<file path="src/rtl/fifo_reader.sv">
// Pulls words from a synchronous FIFO into a 3-entry in-order buffer and streams them out valid/ready.
// 2-cycle read-to-valid latency; reads throttle on buffer headroom (occ + inflight), never on m_ready.
module fifo_reader #(
  parameter int WIDTH = 8,
  parameter int CNT_W = 16
) (
  input  logic             clk,
  input  logic             rst,
  input  logic             en,
  input  logic             rempty,
  output logic             rinc,
  input  logic [WIDTH-1:0] rdata,
  output logic             m_valid,
  input  logic             m_ready,
  output logic [WIDTH-1:0] m_data,
  output logic             busy,
  output logic [CNT_W-1:0] rd_cnt
);

  typedef enum logic [1:0] {IDLE, RUN, DRAIN} state_t;

  state_t           state;
  state_t           state_nxt;
  logic             inflight;
  logic [1:0]       occ;
  logic [WIDTH-1:0] mem0, mem1, mem2;
  logic             pop;
  logic [1:0]       wr_idx;
  logic [2:0]       pending;

  assign pending = {1'b0, occ} + {2'b00, inflight};
  assign pop     = m_valid & m_ready;
  // A word captured on a popping edge lands one slot lower because the buffer shifts.
  assign wr_idx  = occ - {1'b0, pop};

  assign rinc    = (state == RUN) & ~rempty & (pending < 3'd3);
  assign m_valid = (occ != 2'd0);
  assign m_data  = mem0;
  assign busy    = (state != IDLE) | inflight | (occ != 2'd0);

  always_comb begin
    state_nxt = state;
    case (state)
      IDLE:    if (en) state_nxt = RUN;
      RUN:     if (!en) state_nxt = DRAIN;
      DRAIN: begin
        if (en)                               state_nxt = RUN;
        else if (!inflight && occ == 2'd0)    state_nxt = IDLE;
      end
      default: state_nxt = IDLE;
    endcase
  end

  always_ff @(posedge clk or posedge rst) begin
    if (rst) state <= IDLE;
    else     state <= state_nxt;
  end

  always_ff @(posedge clk or posedge rst) begin
    if (rst) begin
      inflight <= 1'b0;
      occ      <= 2'd0;
      rd_cnt   <= '0;
      mem0     <= '0;
      mem1     <= '0;
      mem2     <= '0;
    end else begin
      inflight <= rinc;
      occ      <= occ + {1'b0, inflight} - {1'b0, pop};
      if (rinc) rd_cnt <= rd_cnt + {{(CNT_W-1){1'b0}}, 1'b1};

      // Head lives in mem0 so m_data comes straight from a register.
      if (inflight && wr_idx == 2'd0) mem0 <= rdata;
      else if (pop)                   mem0 <= mem1;
      if (inflight && wr_idx == 2'd1) mem1 <= rdata;
      else if (pop)                   mem1 <= mem2;
      if (inflight && wr_idx == 2'd2) mem2 <= rdata;
    end
  end

endmodule

</file>
<file path="config.mk">
export PLATFORM = sky130hd
export DESIGN_NAME = fifo_reader
export DESIGN_NICKNAME = d
export VERILOG_FILES = /design/src/rtl/fifo_reader.sv
export SDC_FILE = /design/constraint.sdc
export NUM_CORES = 1
export LEC_CHECK = 0
export BUFFER_PORTS_ARGS = -buffer_cell sky130_fd_sc_hd__buf_2
export CELL_PAD_IN_SITES_DETAIL_PLACEMENT = 1
export CELL_PAD_IN_SITES_GLOBAL_PLACEMENT = 2
export CORE_ASPECT_RATIO = 1.4
export CORE_UTILIZATION = 35
export CTS_CLUSTER_SIZE = 24
export DETAILED_ROUTE_END_ITERATION = 10
export GPL_TIMING_DRIVEN = 0
export PLACE_DENSITY = 0.77
export SETUP_SLACK_MARGIN = 0.05
export SLEW_MARGIN = 20
export SYNTH_ARGS = -nofsm -noshare
export SYNTH_HDL_FRONTEND = slang
export SYNTH_SLANG_ARGS = --single-unit
</file>
<file path="constraint.sdc">
create_clock -name clk -period 2.41 [get_ports clk]
set_input_delay 0.1205 -clock clk [delete_from_list [all_inputs] [get_ports clk]]
set_output_delay 0.1205 -clock clk [all_outputs]
set_load 0.01 [all_outputs]
</file>
Yosys cells after proc, flatten, opt, wreduce, memory -nomap -nowiden --
Index checks and enable logic that the tools add are counted.
Word-level totals: bits in registers 45, bits in latches 0, RAM bits 0, ROM bits 0, bits of input ports 13, output and inout bits 27, logic and storage cells 48, memories kept 0
Cells by class: $add $sub $neg 5, multiply operators 0, div/mod/pow operators 0, order comparisons 1, eq/ne operators 7, shift-type cells 0, muxes and demuxes 9, bitwise operators 6, reductions and logical operators 13
Operators by type and width (count):
- $mux W8 | 4
- $add A16 B1 Y16 const B | 1
- $mux W2 | 4
- $reduce_bool A2 Y1 | 4
- $logic_not A2 Y1 | 3
- $pmux W2 S3 | 1
- $eq A2 B1 Y1 const B | 2
- $eq A2 B2 Y1 const B | 2
- $logic_and A1 B1 Y1 | 4
- $ne A2 B2 Y1 const B | 2
- $sub A2 B1 Y2 | 2
- $add A2 B1 Y3 | 1
- $and A1 B1 Y1 | 3
- $lt A3 B2 Y1 const B | 1
- $ne A3 B3 Y1 const B | 1
- $reduce_and A3 Y1 | 1
- $add A2 B1 Y2 | 1
- $or A1 B1 Y1 | 2
- $logic_not A1 Y1 | 1
- $not A1 Y1 | 1

Longest topological paths before layout --
depth after elaboration 6, mapped depth 6, gate-level depth less buffers 6

Worst setup path after synthesis --
No wires, ideal clock.
path type register to register, start register inflight, end register rd_cnt[1], library setup time 0.125 ns, arrival time 2.010 ns, required time 2.285 ns, setup slack 0.275 ns, stages on the path, launching flop included 6, buffers on the path 0, path through dfrtp_1 ha_1 ha_1 or4b_4 a21oi_2 mux2_2
On the way: word-level cells in the longest chain between the ends 3
RTL lines:
- start: declaration | RTL line 24 | logic inflight;
- start signal: assignment | RTL line 68 | inflight <= rinc;
- $add A2 B1 Y3 | RTL line 31 | assign pending = {1'b0, occ} + {2'b00, inflight};
- $lt A3 B2 Y1 | RTL line 36 | assign rinc = (state == RUN) & ~rempty & (pending < 3'd3);
- $and A1 B1 Y1 | RTL line 36
- net rinc | RTL line 11 | output logic rinc,
- end signal: assignment | RTL line 70 | if (rinc) rd_cnt <= rd_cnt + {{(CNT_W-1){1'b0}}, 1'b1};
- end: declaration | RTL line 17 | output logic [CNT_W-1:0] rd_cnt
The timed path passes the listed nets, and every way through them passes these cells. A chain may end at the register's enable or synchronous reset.

Worst setup path after layout --
start register inflight, end register rd_cnt[10]
On the way: word-level cells in the longest chain between the ends 3
RTL lines (RTL line):
- $add A2 B1 Y3 | 31
- $lt A3 B2 Y1 | 36
- $and A1 B1 Y1 | 36
Every way passes these cells.

==> summary.md <==
| Metric | Value |
|---|---|
| Status | finished, final reports clean |
| Internal power | 1.76 mW |
| Die Footprint | approximately 6100 um2 |
| First-pass GRT wire length | slightly below 8 mm |
| Nets | roughly 240 |
| FP Rows | 32 |
| Post-synthesis sequential area ratio | 0.554 |
| Largest net degree at the start of global routing | 25 |
| Final setup viols | 0 |
| Dpl cells | 278 |
| RSZ-0062 raised after global routing | false |
| Area grow syn2layout | 23.8% |
| Pins Over Slew Limit | 0 |
| Root Buffer | clkbuf_8 |
| Netlist cell types | 32 |
| Worst-skew pair later-pin latency | 300 ps |
| Crit-path cells | ha_1, ha_1, or4b_4, a2111o_1, nor2_2, xor2_1 |
| Flops & latches, synth | between 40 and 50 |
| WL/cell | 16.2 um |
| Routability cong. | about 0.73 |
| Fmax | between 400 and 500 MHz |
| DRC viols | 0 |
| Crit path top cell by count | ha_1 |
| Ports | 40 |
| CP peak stage delay | approximately 530 ps |
| Pre-CTS WS | 148 ps |
| Hold Violations, Final | 0 |
| Vias | about 1.5k |
| CTS tree | built |
| Pre-Repair DR Iteration Count | 4 |
| CP arrival | roughly 2400 ps |
| Number of port buffers | 39 |
| Number of global-route vias before repair | 1645 |
| TritonCTS buffer count | 5 |
| Width of the die | approximately 66 um |
| Syn_nets | about 190 |
| Fill count | between 600 and 700 |
| Cells after Synth | 170 |
| Asr flop ratio synth | 1.00 |
| Initial antenna violation count | 0 |
| Fin cells | just under 300 |
| Critical Path RT | between 2000 and 3000 ps |
| Dpl hpwl | ~3.3 mm |
| Max cap viols | 0 |
| Ant. Diodes | 0 |
| Hold Crit Class | in -> reg |
| Peak supply drop | 0.000545 V |
| Initial Util | 0.366 |
| Comb pwr share | 0.276 |
| Setup tns final | 0 ps |
| CP startpoint | inflight |
| CP delay by family, top | simple AND/OR/NAND/NOR gates |
| Clock-pin transition on the worst setup and hold timing paths | 90 ps |
| Final period utilization | 0.916 |
| Synth Warn # | 0 |
| Number of synthesized flops with an enable pin | 0 |
| Post-route setup slack | roughly 200 ps |
| Final WL | 4.69 mm |
| Slew Limit Headroom | 0.391 |
| Least-Margin Pin Slew | 911 ps |
| Clock Tree Buf Depth | 2 |
| GRT overflow | 0 |
| Critical-path top delay cell | or4b_4 |
| PwrDens | 1010 nW/um2 |
| Worst Path Max Fanout | 6 |
| Hold_sp | rdata[5] |
| Most common cell after layout, fill and taps aside | dfrtp_1 |
| WP buf/inv | 0 |
| Share of layout cells above drive strength 1 | 0.306 |
| Synth Flop Type | dfrtp_1 |
| Avg Cell Area, Syn | between 10 and 15 um2 |
| Worst setup SP type | flip-flop |
| P_leak | between 1 and 1.5 nW |
| Period minus WS final | between 2000 and 2500 ps |
| Routed vias/inst | ~5.2 |
| Clock network power share | 0.265 |
| ANT nets after route | 0 |
| Clk_skew | approximately 8.7 ps |
| Setup crit end kind | flip-flop |
| Die Ht | 92.2 um |
| Clock Sinks | 45 |
| CP Class | reg -> reg |
| Gr usage total | 0.171 |
| Initial DRC count | 21 |
| Core Area | roughly 5600 um2 |
| Switch Pwr | 0.791 mW |
| Sequential power share | 0.459 |
| Most frequent cells in the layout | 45 x dfrtp_1, 39 x buf_2, 16 x mux2i_1 |
| Cell area after synthesis | 2030 um2 |
| Switching Fraction | 0.310 |
| R2R Path Start | inflight |
| H-tree depth | 2 |
-- power by group through the flow --
stage | clock network, mW | registers [mW] | logic (mW)
floorplan | 0 | 1.20 | 0.428
global placement | 0 | 1.17 | 0.664
detailed placement | 0 | 1.19 | 0.701
CTS | 0.698 | 1.18 | 0.714
global route | 0.722 | 1.21 | 0.789
finish | 0.677 | 1.17 | 0.704
-- kinds of logic after synthesis --
group | share of synthesized area
AOI/OAI and AO/OA | 0.0676
buffers and inverters | 0.0111
muxes | 0.129
xor gates and xnor gates | 0.0689
adders and majority gates | 0.0246
and+or+nand+nor | 0.146
DFF | 0.554
-- metrics by stage --
stage	cell area, um2	hold WS (ps)	power, mW	util
2_1_floorplan	2030	184	1.63	-
6_report	2520	59.5	2.55	0.453
3_5_place_dp	2340	193	1.89	0.421
5_1_grt	2520	60.5	2.72	0.453
4_1_cts	2500	42.4	2.59	0.450
3_3_place_gp	2310	282	1.83	0.416
-- final timing paths --
path / endpoint / slack (ps) / cells past startpoint
min reg2reg: rd_cnt[15] / 470 / 1
min in group asynchronous: m_data[5] / 400 / 3
max: rd_cnt[10] / 200 / 6
min: m_data[5] / 60 / 3
max reg2reg: rd_cnt[10] / 200 / 6
max in group asynchronous: rd_cnt[9] / 1520 / 4
-- worst min-delay path, cell delays in order --
cell	delay, ps
buf_2	100
nand2_1	50
o21ai_0	60
-- metal layers --
| layer | vias up | part of all wire | track usage |
|---|---|---|---|
| met5 | - | 0 | 0 |
| met4 | 0 | 0.010 | 0.0426 |
| met3 | 6 | 0.040 | 0.0386 |
| met2 | 35 | 0.53 | 0.311 |
| met1 | 772 | 0.42 | 0.197 |
| li1 | 699 | - | - |
-- timing repair --
action / CTS / global route
endpoints found under the setup margin: 1 / 1
buffers inserted: 0 / 2
gates resized for setup: 1 / 0
hold endpoints to repair: 22 / 0
hold buffers: 2 / 0
-- area by class of cell --
type | count | area (um2) | share of cell area
Timing Repair Buffer | 44 | 258 | 0.102
Buffer | 3 | 15.0 | 0.00596
Sequential cell | 45 | 1130 | 0.447
Clock buffer | 5 | 68.8 | 0.0273
Inverter | 2 | 7.51 | 0.00298
Tap cell | 68 | 85.1 | 0.0338
Clock inverter | 3 | 65.1 | 0.0258
Multi-Input combinational cell | 120 | 893 | 0.355
-- flip-flops by register name, summed over array words and instances, names as in the netlist --
| name | cells |
|---|---|
| state | 2 |
| mem1 | 8 |
| mem2 | 8 |
| inflight | 1 |
| rd_cnt | 16 |
| occ | 2 |
| m_data | 8 |
-- synthesized netlist by cell type, types with 2 or more instances --
cell,n,area share
a21oi_1,9,0.022
and3_1,2,0.0061
and4_1,3,0.013
clkbuf_1,2,0.0037
dfrtp_1,45,0.55
ha_1,4,0.025
inv_1,2,0.0037
mux2_2,9,0.050
mux2i_1,16,0.079
nand2_1,14,0.026
nand3_1,4,0.0098
nand4_1,7,0.022
nor2_1,8,0.015
nor2b_1,3,0.0092
nor3b_1,2,0.0074
o21ai_0,8,0.020
or2_2,2,0.0061
or3_1,2,0.0061
xnor2_1,13,0.056
xor2_1,3,0.013
No activity file was read; power rests on OpenSTA's default activity.
